## config.mk

```make
export PLATFORM = sky130hd
export DESIGN_NAME = adder_result_accumulator
export DESIGN_NICKNAME = d
export VERILOG_FILES = /design/src/rtl/adder_result_accumulator.sv
export SDC_FILE = /design/constraint.sdc
export NUM_CORES = 1
export LEC_CHECK = 0
export CAP_MARGIN = 0
export CORE_UTILIZATION = 46
export DETAILED_ROUTE_END_ITERATION = 7
export PLACE_DENSITY = 0.77
export SETUP_SLACK_MARGIN = 0.2
export SLEW_MARGIN = 25
export SYNTH_ARGS = -nofsm -noshare
export SYNTH_HDL_FRONTEND = slang
export SYNTH_SLANG_ARGS = --single-unit
```

## constraint.sdc

```tcl
create_clock -name clk -period 5.5 [get_ports clk]
set_clock_uncertainty 0.1 [all_clocks]
set_input_delay 1.375 -clock clk [delete_from_list [all_inputs] [get_ports clk]]
set_output_delay 1.375 -clock clk [all_outputs]
set_load 0.02 [all_outputs]
```

## src/rtl/adder_result_accumulator.sv

```systemverilog
// rtl/adder_result_accumulator.sv - sums COUNT adder results ({Cout,S}) per frame, valid/ready in and out
// Optional: ACC_SATURATE_EN clamps the frame sum at 2^ACC_W-1 on overflow instead of wrapping.
module adder_result_accumulator #(
  parameter int ACC_W = 8,
  parameter int COUNT = 4
) (
  input  logic             clk,
  input  logic             rst_n,
  input  logic             clear,
  input  logic             in_valid,
  output logic             in_ready,
  input  logic [3:0]       S,
  input  logic             Cout,
  output logic             out_valid,
  input  logic             out_ready,
  output logic [ACC_W-1:0] acc_out,
  output logic             overflow,
  output logic [7:0]       frame_cnt
);

  typedef enum logic {ACCUM, HOLD} state_t;

  localparam logic [7:0] LAST_CNT = 8'(COUNT - 1);

  state_t           r_state;
  state_t           w_next_state;
  logic             r_run;
  logic [ACC_W-1:0] r_acc;
  logic             r_ovf;
  logic [7:0]       r_cnt;
  logic             w_accept;
  logic             w_release;
  logic [ACC_W:0]   w_v;
  logic [ACC_W:0]   w_sum;
  logic [ACC_W-1:0] w_acc_next;

  // r_run keeps in_ready low until the first edge after reset release
  assign in_ready  = r_run && (r_state == ACCUM);
  assign out_valid = (r_state == HOLD);
  assign w_accept  = in_valid && in_ready && !clear;
  assign w_release = out_valid && out_ready;

  assign w_v   = {{(ACC_W-4){1'b0}}, Cout, S};
  assign w_sum = {1'b0, r_acc} + w_v;

`ifdef ACC_SATURATE_EN
  assign w_acc_next = (w_sum[ACC_W] || r_ovf) ? {ACC_W{1'b1}} : w_sum[ACC_W-1:0];
`else
  assign w_acc_next = w_sum[ACC_W-1:0];
`endif

  always_comb begin
    w_next_state = r_state;
    if (clear) begin
      w_next_state = ACCUM;
    end else begin
      case (r_state)
        ACCUM:   if (w_accept && (r_cnt == LAST_CNT)) w_next_state = HOLD;
        HOLD:    if (out_ready) w_next_state = ACCUM;
        default: w_next_state = ACCUM;
      endcase
    end
  end

  always_ff @(posedge clk or negedge rst_n) begin
    if (!rst_n) begin
      r_state <= ACCUM;
      r_run   <= 1'b0;
    end else begin
      r_state <= w_next_state;
      r_run   <= 1'b1;
    end
  end

  always_ff @(posedge clk or negedge rst_n) begin
    if (!rst_n) begin
      r_acc <= '0;
      r_ovf <= 1'b0;
      r_cnt <= '0;
    end else if (clear || w_release) begin
      r_acc <= '0;
      r_ovf <= 1'b0;
      r_cnt <= '0;
    end else if (w_accept) begin
      r_acc <= w_acc_next;
      r_ovf <= r_ovf | w_sum[ACC_W];
      r_cnt <= r_cnt + 8'd1;
    end
  end

  assign acc_out   = r_acc;
  assign overflow  = r_ovf;
  assign frame_cnt = r_cnt;

endmodule
```

== Yosys cells after proc, flatten, opt, wreduce, memory -nomap -nowiden ==
Cells that the tools add are included.

* Output and inout port bits: 19
* Input bits: 10
* Register bits after elaboration: 19
* Word-level logic and storage cells: 28

* Eq/ne operators: 1
* Muxes and demuxes: 10
* $add $sub $neg: 2
* Bitwise operators: 2
* Reduce and logical (&&, ||, !) cells: 8

{| class="wikitable"
|+ Operator list
! kind !! count
|-
| 2-to-1 mux 8 bit || 4
|-
| adder 8 x 5 -> 9 bit || 1
|-
| adder 8 x 1 -> 8 bit, second input constant || 1
|-
| equality test 8 x 2 -> 1 bit, second input constant || 1
|-
| logical AND 1 bit || 5
|-
| 2-to-1 mux 1 bit || 5
|-
| one-hot mux 1 bit (2 select lines) || 1
|-
| nonzero test 2 bit || 1
|-
| zero test 1 bit || 1
|-
| logical OR 1 bit || 1
|-
| inverter 1 bit || 1
|-
| OR 1 bit || 1
|}

== Depth between registers and ports, before layout ==
* Depth after elaboration: 8
* Mapped depth: 6
* Mapped depth without buffers: 6

== Worst setup path before layout ==
OpenSTA, ideal clock, no wires.

* Path type: input-to-reg
* From: in S[0]
* To: reg r_acc[4] (netlist: acc_out[4])
* Arrival: 2.655 ns
* Data required time: 5.290 ns
* Slack: 2.635 ns
* Stages on the path: 5
* Library setup time: 0.110 ns
* Buffers on the path: 0
* Cells stage by stage: ha_1 fa_1 a211o_1 and2_1 o41ai_1

* Longest elaborated chain between the ends: 3

{| class="wikitable"
|+ RTL lines
! what !! line !! RTL
|-
| start, declared || 12 || <nowiki>input logic [3:0] S,</nowiki>
|-
| adder 8 x 5 -> 9 bit || 44 || <nowiki>assign w_sum = {1'b0, r_acc} + w_v;</nowiki>
|-
| 2-to-1 mux 8 bit || 84 || <nowiki>end else if (w_accept) begin</nowiki>
|-
| 2-to-1 mux 8 bit || 80 || <nowiki>end else if (clear || w_release) begin</nowiki>
|-
| end signal, assigned || 85 || <nowiki>r_acc <= w_acc_next;</nowiki>
|-
| end, declared || 28 || <nowiki>logic [ACC_W-1:0] r_acc;</nowiki>
|}

No other way between the ends. The select of a mux whose other input is x is not followed.
A chain may end at the register's enable or synchronous reset.

== Worst setup path after layout ==
Same ends and word-level chain as after synthesis.

==> summary.txt <==
Critical path
  – Worst endpoint required time: 5.59 ns
  – Crit start category: input port
  – Critical Path AT: 3.23 ns
  – Register-to-register setup slack: 3.45 ns
  – Critical Path Start: S[0]
  – WS Path Type: input port to flop
  – RR Endpoint: acc_out[4]
  – CP endpoint kind: flop
  – Critical-path maximum fanout: 3
  – R2r startpoint: acc_out[0]
  – Reg2Reg Depth: 5

Clocking
  – # H-tree levels: 1
  – TritonCTS clock tree: built
  – Resized cells post-CTS: 0
  – Cts hold-fix bufs: 0
  – CTS Buf Count: 3
  – Root buffer cell: clkbuf_4
  – Clock transition at path regs: 0.11 ns
  – Skew-Pair Late Insertion Delay: 0.31 ns
  – CTS max path bufs: 2
  – Number of clock sinks: 19
  – Buffer count from post-CTS setup fixing: 0

Floorplan
  – I/O pins: 29
  – Starting Density: 48.36%
  – Core area: 2212 µm²
  – Die ar.: 2523 µm²
  – Die H: 50.23 µm
  – Die width: 50.23 µm
  – Row Count: 17

STA
  – Unrepaired setup endpoints after global routing: false
  – Final worst-path cycle share: 57.10%
  – Fmax: 318.4 MHz
  – Worst Tran Pin Value: 0.8525 ns
  – Fin. max-slew vios: 0
  – Max_slew headroom: 42.99%
  – Final Hold Viols: 0
  – Endpoints failing setup: 0
  – TNS Setup: 0 ns
  – Final min period: 3.140 ns

Place
  – Post-DP HPWL: 1.654 mm
  – Placed cells: 160
  – Port bufs: 28
  – Placer Congestion: 0.8869

Pwr
  – Switch share: 28.90%
  – Pwr/cell area: 197.1 nW/µm²
  – Worst vdd ir: 0.0001677 V
  – NetSw: 0.07918 mW
  – Clock power frac: 26.6%
  – Leakage: 0.6114 nW
  – Tot Pwr: 0.2740 mW
  – Flop pwr share: 54.1%
  – Pint: 0.1948 mW
  – Combinational power share: 19.3%

Synth
  – Syn Area/Cell: 9.998 µm²
  – Compound-Gate Fraction of Synth Area: 16.26%
  – Post-synth ARST share: 100.0%
  – Distinct cells, synth: 34
  – Synth Area in XOR/XNOR: 6.550%
  – Mux share of post-synthesis cell area: 0%
  – Yosys reg bits: 19
  – Sequential fraction of the synthesis area: 44.44%
  – Ys Warns: 0
  – Post-synth top flop: dfrtp_1
  – Post-synth EDFFs: 0
  – Post-Syn Instances: 107
  – Simple-Gate Fraction of Synth Area: 21.05%
  – Combinational family with the most area after synthesis: simple AND/OR/NAND/NOR gates
  – Syn_nets: 124
  – Synth Area in Adders: 8.889%
  – Post-synthesis cell area: 1070 µm²

GRT
  – Initial antenna violation count: 0
  – Total track usage: 21.13%
  – Largest net degree at the start of global routing: 20
  – Vias in the first global route: 926
  – Total grt overflow: 0
  – First-pass GRT wire length: 3.981 mm

Min path
  – Hold Startpoint: overflow
  – Hold Crit Class: flop to flop
  – Hold depth: 2
  – Worst hold endpoint: overflow

Detailed routing
  – Vias: 967
  – Initial DRT Pass Iterations: 4
  – DRT Wirelength: 2.364 mm
  – DRC viols: 0
  – Via/cell ratio: 5.896
  – Routed len/inst: 14.41 µm
  – Final ANT Viol Nets: 0
  – Initial detailed-routing violation count: 26

Finish
  – N_diodes: 0
  – Final std cells w/o fill: 164
  – Nets: 154
  – Area Overhead vs Synth: 29.94%
  – Layout cells sized above 1: 4.412%
  – # fillers: 193

Job
  – Max-cap violations: 0

Status
  – Run status: complete, no violations
Yosys cell counts (all sizes together) (2+ instances only):
master	n	area share, %
a2111o	2	2.1
nand4	7	4.1
nand2	12	4.4
dfrtp	19	44
xor2	4	3.3
nor2	9	3.2
buf	2	1.8
xnor2	4	3.3
ha	6	7.0
nor4	2	1.2
a21o	4	2.8
a211oi	2	1.4
nand3	4	1.9
a21oi	10	4.7
o21ai	3	1.4
cell families (layout without fill, tap and decap cells):
kind of cell	after synthesis	after routing
xor+xnor	8	8
other cells	1	1
buf+inv	4	33
fa+ha+maj	7	7
simple gates	42	42
flops	19	19
compound gates	26	26
power groups by stage:
stage               registers [mW]  clock network [mW]  logic (mW)
CTS                          0.148              0.0746      0.0529
finish                       0.148              0.0728      0.0530
detailed placement           0.151                   0      0.0524
global route                 0.149              0.0811      0.0581
global placement             0.151                   0      0.0514
floorplan                    0.155                   0      0.0258
through the flow:
step           util, %  hold slack [ns]  setup slack [ns]  area, µm²
6_report         62.84           0.4228             2.360       1390
5_1_grt          62.84           0.4592             2.322       1390
4_1_cts          62.84           0.4241             2.361       1390
3_5_place_dp     61.60           0.3913             2.045       1363
3_3_place_gp     61.60           0.3847             2.166       1363
2_1_floorplan        -           0.4925             2.635       1070
sequential cells by signal, summed over array words and instances, names as in the netlist:
name,cells
acc_out,8
frame_cnt,8
out_valid,1
overflow,1
r_run,1
routing by layer:
layer	wire (µm)	track usage [%]	vias to the layer above
met3	126	6.061	8
met2	1131	34.67	41
met1	1066	25.83	469
met5	0	0	-
li1	-	-	449
met4	40	8.571	0
cell usage in the layout (no fill, tap or decap), types with 6 or more instances in the layout:
cell              n
nand4_1           7
clkdlybuf4s50_1  28
a21oi_1          10
nand2_1          11
ha_1              6
nor2_1            9
dfrtp_1          19
critical path, cell delays in order:
cell             delay (ns)
clkdlybuf4s50_1        0.42
ha_1                   0.23
fa_1                   0.43
a211o_1                0.29
and2_1                 0.15
o41ai_1                0.35
cell type report:
class | count | area [µm²] | share of cell area (%)
repair buffers | 28 | 280.3 | 20.16
inverters | 1 | 3.754 | 0.2700
multi-input cells | 84 | 568.0 | 40.86
clock buffers | 3 | 22.52 | 1.620
flip-flops and latches | 19 | 475.5 | 34.20
well taps | 28 | 35.03 | 2.520
clock inverters | 1 | 5.005 | 0.3600
worst max-delay path by stage:
stage | cells past startpoint | endpoint | slack, ns
5_1_grt | 6 | acc_out[4] | 2.32
3_5_place_dp | 6 | acc_out[4] | 2.04
2_1_floorplan | 5 | acc_out[4] | 2.64
4_1_cts | 6 | acc_out[4] | 2.36
6_report | 6 | acc_out[4] | 2.36
3_3_place_gp | 6 | acc_out[4] | 2.17
No activity file was read; power rests on OpenSTA's default activity.
